$ cat src/rtl/tensor_block_sequencer.sv
// tensor_block_sequencer: loads weights, streams activations into one tensor_block and collects its three accumulations
module tensor_block_sequencer #(
  parameter int LAT  = 7,
  parameter int SKEW = 2,
  parameter int KW   = 16
) (
  input  logic          clk,
  input  logic          reset,
  input  logic          start,
  input  logic [KW-1:0] k_len,
  input  logic          w_valid,
  output logic          w_ready,
  input  logic [79:0]   w_data,
  input  logic          a_valid,
  output logic          a_ready,
  input  logic [79:0]   a_data,
  output logic          res_valid,
  input  logic          res_ready,
  output logic [31:0]   res0,
  output logic [31:0]   res1,
  output logic [31:0]   res2,
  output logic          busy,
  output logic [79:0]   tb_data_in,
  output logic          tb_dot_unit_input_1_enable,
  output logic          tb_bank0_data_in_enable,
  output logic          tb_mux1_select,
  output logic          tb_bank1_data_in_enable,
  output logic          tb_cascade_out_select,
  output logic          tb_dot_unit_input_2_select,
  output logic [2:0]    tb_accumulator_input1_select,
  output logic [31:0]   tb_acc0_in,
  output logic [31:0]   tb_acc1_in,
  output logic [31:0]   tb_acc2_in,
  input  logic [31:0]   tb_acc0_out,
  input  logic [31:0]   tb_acc1_out,
  input  logic [31:0]   tb_acc2_out
);
  typedef enum logic [2:0] {IDLE, LOAD, STREAM, DRAIN, DONE} state_t;
  state_t        state_q, state_d;
  logic [KW-1:0] k_q, k_d, cnt_q, cnt_d;
  logic [1:0]    wcnt_q, wcnt_d;
  logic [LAT:1]  first_q, first_d, last_q, last_d;
  logic [31:0]   res0_q, res0_d, res1_q, res1_d, res2_q, res2_d;
  logic          w_ready_q, w_ready_d, a_ready_q, a_ready_d;
  logic          res_valid_q, res_valid_d, busy_q, busy_d;
  logic          a_acc, is_last;
  assign w_ready   = w_ready_q;
  assign a_ready   = a_ready_q;
  assign res_valid = res_valid_q;
  assign busy      = busy_q;
  assign res0      = res0_q;
  assign res1      = res1_q;
  assign res2      = res2_q;
  assign tb_mux1_select             = 1'b0;
  assign tb_bank1_data_in_enable    = 1'b0;
  assign tb_cascade_out_select      = 1'b0;
  assign tb_dot_unit_input_2_select = 1'b0;
  assign tb_acc0_in = 32'd0;
  assign tb_acc1_in = 32'd0;
  assign tb_acc2_in = 32'd0;
  // Block-side drive: bubbles and idle states feed zeros; the dot input is frozen while weights load
  always_comb begin
    tb_data_in = (state_q == LOAD) ? w_data : (state_q == STREAM && a_valid) ? a_data : 80'h0;
    tb_dot_unit_input_1_enable   = state_q != LOAD;
    tb_bank0_data_in_enable      = state_q == LOAD && w_valid;
    tb_accumulator_input1_select = first_q[LAT-SKEW] ? 3'b000 : 3'b111;
  end
  // Next state, marker delay lines, beat counters and result capture
  always_comb begin
    state_d  = state_q;
    k_d      = k_q;
    cnt_d    = cnt_q;
    wcnt_d   = wcnt_q;
    res0_d   = res0_q;
    res1_d   = res1_q;
    res2_d   = res2_q;
    a_acc    = state_q == STREAM && a_valid;
    is_last  = cnt_q == k_q - KW'(1);
    first_d  = {first_q[LAT-1:1], a_acc && cnt_q == '0};
    last_d   = {last_q[LAT-1:1], a_acc && is_last};
    case (state_q)
      IDLE: if (start) begin
        k_d     = (k_len == '0) ? KW'(1) : k_len;
        cnt_d   = '0;
        wcnt_d  = '0;
        state_d = LOAD;
      end
      LOAD: if (w_valid) begin
        wcnt_d  = wcnt_q + 2'd1;
        state_d = (wcnt_q == 2'd2) ? STREAM : LOAD;
      end
      STREAM: if (a_valid) begin
        cnt_d   = cnt_q + KW'(1);
        state_d = is_last ? DRAIN : STREAM;
      end
      DRAIN: if (last_q[LAT]) begin
        res0_d  = tb_acc0_out;
        res1_d  = tb_acc1_out;
        res2_d  = tb_acc2_out;
        state_d = DONE;
      end
      DONE: if (res_ready) state_d = IDLE;
      default: state_d = IDLE;
    endcase
    w_ready_d   = state_d == LOAD;
    a_ready_d   = state_d == STREAM;
    res_valid_d = state_d == DONE;
    busy_d      = state_d != IDLE;
  end
  // Sequencer state with registered handshake outputs; reset drops in-flight markers
  always_ff @(posedge clk or posedge reset) begin
    if (reset) begin
      state_q     <= IDLE;
      k_q         <= '0;
      cnt_q       <= '0;
      wcnt_q      <= '0;
      first_q     <= '0;
      last_q      <= '0;
      res0_q      <= '0;
      res1_q      <= '0;
      res2_q      <= '0;
      w_ready_q   <= 1'b0;
      a_ready_q   <= 1'b0;
      res_valid_q <= 1'b0;
      busy_q      <= 1'b0;
    end else begin
      state_q     <= state_d;
      k_q         <= k_d;
      cnt_q       <= cnt_d;
      wcnt_q      <= wcnt_d;
      first_q     <= first_d;
      last_q      <= last_d;
      res0_q      <= res0_d;
      res1_q      <= res1_d;
      res2_q      <= res2_d;
      w_ready_q   <= w_ready_d;
      a_ready_q   <= a_ready_d;
      res_valid_q <= res_valid_d;
      busy_q      <= busy_d;
    end
  end
endmodule

$ cat config.mk
export PLATFORM = sky130hd
export DESIGN_NAME = tensor_block_sequencer
export DESIGN_NICKNAME = d
export VERILOG_FILES = /design/src/rtl/tensor_block_sequencer.sv
export SDC_FILE = /design/constraint.sdc
export NUM_CORES = 1
export LEC_CHECK = 0
export CORE_AREA = 2 2 222 224
export CTS_CLUSTER_DIAMETER = 100
export DETAILED_ROUTE_END_ITERATION = 7
export DIE_AREA = 0 0 224 226
export PLACE_DENSITY = 0.44
export SLEW_MARGIN = 0
export SYNTH_ARGS = -nofsm -noshare
export SYNTH_HDL_FRONTEND = slang
export SYNTH_SLANG_ARGS = --single-unit
$ cat constraint.sdc
create_clock -name clk -period 13.3 [get_ports clk]
set_input_delay 2.66 -clock clk [delete_from_list [all_inputs] [get_ports clk]]
set_output_delay 2.66 -clock clk [all_outputs]
set_load 0.01 [all_outputs]
**Yosys cells after proc, flatten, opt, wreduce, memory -nomap -nowiden**

Cells that the tools add are included.

- Memory bits (read-only): 0
- Register bits: 149
- Memory bits (writable): 0
- Output and inout port bits: 285
- Memories kept: 0
- Bits of input ports: 278
- Logic and storage cells: 61
- Bits in latches: 0

- Add/subtract/negate cells: 3
- Reductions and logical operators: 14
- Shifts and indexed selects: 0
- Order comparisons: 0
- Mux-type cells: 18
- Equality and inequality tests: 13
- Multipliers: 0
- Div/mod/pow operators: 0
- Bitwise gates (word level): 0

Operator list:

| cell | number |
|---|---|
| 80-bit two-way mux | 2 |
| 16-bit two-way mux | 3 |
| 16-bit logical NOT | 2 |
| 16-bit one-hot mux with 2 select lines | 1 |
| 3-bit two-way mux | 6 |
| 16-bit by 1-bit adder with 16-bit output, second input constant | 1 |
| 16-bit equality test | 1 |
| 16-bit by 1-bit subtractor with 16-bit output, second input constant | 1 |
| 3-bit one-hot mux with 5 select lines | 1 |
| 3-bit by 2-bit equality test with 1-bit output, second input constant | 3 |
| 3-bit by 1-bit equality test with 1-bit output, second input constant | 2 |
| 3-bit equality test, second input constant | 2 |
| 2-bit two-way mux | 3 |
| 2-bit inequality test, second input constant | 3 |
| 3-bit AND reduction | 2 |
| 1-bit logical AND | 4 |
| 2-bit one-hot mux with 2 select lines | 1 |
| 2-bit AND reduction | 2 |
| 2-bit nonzero test | 2 |
| 3-bit logical NOT | 1 |
| 3-bit by 1-bit inequality test with 1-bit output, second input constant | 1 |
| 3-bit nonzero test | 1 |
| 2-bit by 1-bit adder with 2-bit output, second input constant | 1 |
| 2-bit equality test, second input constant | 1 |
| 1-bit two-way mux | 1 |

**Longest topological paths before layout**

- Depth in word-level cells: 6
- Depth in mapped cells: 10
- Gate-level depth less buffers: 8

**Worst setup path after synthesis**

Ideal clock, no wire load.

- Kind: input to output
- From: input port a_valid
- To: output port tb_data_in[50]
- Cell stages on the path: 4
- Arrival time: 3.763 ns
- Buffers on the path: 2
- Required time: 10.640 ns
- Setup slack: 6.877 ns
- Cells stage by stage: nor4bb_1 > clkbuf_1 > buf_1 > a22o_1

- Cells in the longest elaborated chain, start to end: 3

RTL lines:

| what | RTL line | text |
|---|---|---|
| start: declaration | 14 | `input logic a_valid,` |
| 1-bit logical AND | 63 | `tb_data_in = (state_q == LOAD) ? w_data : (state_q == STREAM && a_valid) ? a_data : 80'h0;` |
| 80-bit two-way mux (2 in a row) | 63 |  |
| end: declaration | 23 | `output logic [79:0] tb_data_in,` |

No other way between the ends.

**Worst setup path in the final report**

- From: input port a_valid
- To: output port tb_data_in[14]

Same word-level chain as after synthesis.

==> reports/qor.json <==
{
  "start_util": {"value": 16.42, "unit": "%"},
  "max-vdd-ir-drop": {"value": 0.09249, "unit": "mV"},
  "synth-main-ff-cell": {"value": "dfrtp_1"},
  "fin_cells": {"value": 1767},
  "fin_skew": {"value": 0.01295, "unit": "ns"},
  "vias": {"value": 6798},
  "timing.final.max_slew_violations": {"value": 0},
  "async_reset_ff_share": {"value": 100.0, "unit": "%"},
  "post-dp-hpwl": {"value": 26.46, "unit": "mm"},
  "row_count": {"value": 81},
  "worstSetupEndpointType": {"value": "primary output"},
  "worst-endpoint-arrival": {"value": 5.03, "unit": "ns"},
  "finalSetupViolCount": {"value": 0},
  "layout_commonest_cell": {"value": "clkdlybuf4s50_1"},
  "port_buffers": {"value": 462},
  "hold_viol": {"value": 0},
  "remaining_drc_errors": {"value": 0},
  "path_cells": {"value": "clkdlybuf4s50_1, nor4bb_4, buf_4, a22o_1, clkdlybuf4s50_1"},
  "timing.hold.worst_path_depth": {"value": 0},
  "slowest_delay": {"value": 0.70, "unit": "ns"},
  "grt_setup_unrepaired": {"value": "no"},
  "timing.critical_path.required": {"value": 10.64, "unit": "ns"},
  "power-per-cell-area": {"value": 137.3, "unit": "nW/um^2"},
  "detail_route.iter0.violations": {"value": 343},
  "path_class": {"value": "primary input to primary output"},
  "detail_route.first_pass.iterations": {"value": 4},
  "timing.reg2reg.worst_path_depth": {"value": 7},
  "syn_area_per_cell": {"value": 11.49, "unit": "um^2"},
  "crit_path_start_kind": {"value": "primary input"},
  "remaining_antenna_violation_count": {"value": 0},
  "holdCritPathClass": {"value": "flop to flop"},
  "cts.repair_timing.setup_buffer_count": {"value": 0},
  "post_cts.resized_instances": {"value": 0},
  "ys_seq_elements": {"value": 149},
  "placement.setup.worst_slack": {"value": 5.615, "unit": "ns"},
  "gpl.final_weighted_congestion": {"value": 0.7371},
  "timing.critical_path.mode_cell": {"value": "clkdlybuf4s50_1"},
  "h-tree-depth": {"value": 4},
  "ys_seq_area_share": {"value": 46.97, "unit": "%"},
  "setup_ws": {"value": 5.608, "unit": "ns"},
  "routed_wire_length_per_instance": {"value": 18.57, "unit": "um"},
  "layout_common_cells": {"value": "462 x clkdlybuf4s50_1, 149 x dfrtp_1, 110 x mux2_2"},
  "grt_pass1_vias": {"value": 6746},
  "number_of_flops_mapped_to_enable_cells_by_yosys": {"value": 0},
  "drive_gt1_share": {"value": 13.80, "unit": "%"},
  "cts_made_buffers": {"value": 17},
  "cts-root-buf": {"value": "clkbuf_16"},
  "synth.yosys.warnings": {"value": 0},
  "postCtsHoldBufs": {"value": 0},
  "clock_latency_at_the_later_pin_of_the_worst_skew_pair": {"value": 0.45, "unit": "ns"},
  "maximum_number_of_pins_on_one_net_before_global_route_repair": {"value": 85},
  "die_w": {"value": 224, "unit": "um"},
  "syn-instance-count": {"value": 691},
  "die-height": {"value": 226, "unit": "um"},
  "critical_path_peak_fanout": {"value": 84},
  "worst_hold_slack": {"value": 0.3459, "unit": "ns"},
  "run_status": {"value": "complete, no violations"},
  "static-leakage-power": {"value": 0.005448, "unit": "uW"},
  "ioPinCount": {"value": 563},
  "globalRouteTotalUtil": {"value": 12.39, "unit": "%"},
  "period_share": {"value": 57.83, "unit": "%"},
  "post-route-min-period": {"value": 7.692, "unit": "ns"},
  "global_route_wire_length_before_repair": {"value": 45.56, "unit": "mm"},
  "grt_antenna_before_repair": {"value": 9},
  "overflow": {"value": 0},
  "finalNetCount": {"value": 1414},
  "critical_path.slowest_cell": {"value": "buf_4"},
  "totalNegativeSetupSlack": {"value": 0, "unit": "ns"},
  "area_growth": {"value": 68.95, "unit": "%"},
  "cts_buffer_depth": {"value": 2},
  "slew_headroom": {"value": 34.92, "unit": "%"},
  "cts_tree": {"value": "yes"},
  "synth.cell_area": {"value": 7938, "unit": "um^2"},
  "layout.area.seq": {"value": 3729, "unit": "um^2"},
  "clkSlewWorstSetupHoldPaths": {"value": 0.07, "unit": "ns"},
  "maxClockFrequency": {"value": 130.0, "unit": "MHz"},
  "multi_input_comb_area": {"value": 3635, "unit": "um^2"},
  "dp_cells": {"value": 1735},
  "ys_types": {"value": 59},
  "routed_via_density": {"value": 3.847},
  "max_cap_violations": {"value": 0},
  "drt-total-wl": {"value": 32.82, "unit": "mm"},
  "power": {"value": 1841, "unit": "uW"},
  "num_antenna_cells": {"value": 0},
  "clock-sinks": {"value": 149},
  "transition_time_of_the_tightest_slew_check_pin": {"value": 0.9763, "unit": "ns"},
  "placeableCoreArea": {"value": 48340, "unit": "um^2"},
  "filler_cell_count": {"value": 5145},
  "dieArea": {"value": 50620, "unit": "um^2"}
}
[logic make-up (layout without fill, tap and decap cells)]
group | after synthesis | in the layout | synth area share (%)
DFF | 149 | 149 | 46.97
other | 1 | 100 | 0.04724
and+or+nand+nor | 122 | 122 | 8.906
muxes | 111 | 111 | 15.73
xor gates and xnor gates | 31 | 31 | 3.421
AOI/OAI and AO/OA | 116 | 116 | 11.82
adders and majority gates | 4 | 4 | 0.6305
buffers and inverters | 157 | 512 | 12.47
[metal layers]
layer	up-vias	GRT usage [%]	wire, um
li1	3161	-	-
met1	3352	16.46	14510
met2	258	19.12	15310
met3	21	4.723	2734
met4	6	2.473	222
met5	-	0	40
[final cells by class]
cell class / instances / share of cell area [%]
clock inverter: 12 / 0.7931
tap: 622 / 5.803
inverter: 13 / 0.4012
multi-input combinational: 484 / 27.10
timing repair buffer: 467 / 34.76
clock buffer: 20 / 3.331
sequential: 149 / 27.80
[metrics by stage]
stage | cell area [um^2] | util, %
2_1_floorplan | 8309 | -
3_3_place_gp | 12860 | 26.60
3_5_place_dp | 12860 | 26.60
4_1_cts | 13410 | 27.74
5_1_grt | 13410 | 27.74
6_report | 13410 | 27.74
[cell usage after synthesis (all sizes together) (2+ instances only)]
cell type    n  share of area, %
nor4        10               1.1
nor2b        7              0.55
and2         3              0.24
o22ai        2              0.16
or2b         2              0.20
nor3b        2              0.19
nor3         7              0.44
o211ai       3              0.28
nand4        9              0.71
ha           4              0.63
nand3       11              0.69
xnor2       14               1.5
dfrtp      149                47
or3          7              0.55
and4         2              0.22
xor2        17               1.9
a21oi        4              0.25
mux2       110                16
nor4b        2              0.30
and3         5              0.39
inv         13              0.61
or2          2              0.16
o41ai        3              0.33
buf        110                10
a31oi        3              0.24
nand2       17              0.80
nor2        26               1.2
or4          3              0.35
o21ai       12              0.76
a22o        80               8.8
clkbuf      34               1.6
[report_power, final]
part | internal (uW) | total, uW | switching, uW
registers | 510 | 586 | 76.4
clock network | 261 | 463 | 202
logic | 440 | 792 | 353
total | 1210 | 1840 | 631
[path summary, 6_finish.rpt]
path / slack, ns / start / end
worst max-delay path: 5.61 / a_valid / tb_data_in[14]
worst min-delay path: 0.35 / last_q[6] / last_q[7]
worst max register to register: 10.29 / state_q[1] / a_ready
worst min register to register: 0.35 / last_q[6] / last_q[7]
max in group asynchronous: 9.12 / reset / k_q[14]
min in group asynchronous: 2.74 / reset / res1[6]
[state kept, by name, indices dropped and copies added, names as in the netlist]
signal     cells
res2          32
state_q        3
wcnt_q         2
first_q        5
res0          32
cnt_q         16
k_q           16
a_ready        1
w_ready        1
res_valid      1
last_q         7
busy           1
res1          32
[worst max-delay path: cells and delay by family]
| kind | cells | cell delay [ns] |
|---|---|---|
| AOI/OAI and AO/OA | 1 | 0.25 |
| and+or+nand+nor | 1 | 0.19 |
| buffers and inverters | 3 | 1.81 |
Power figures use the tool's default switching activity.
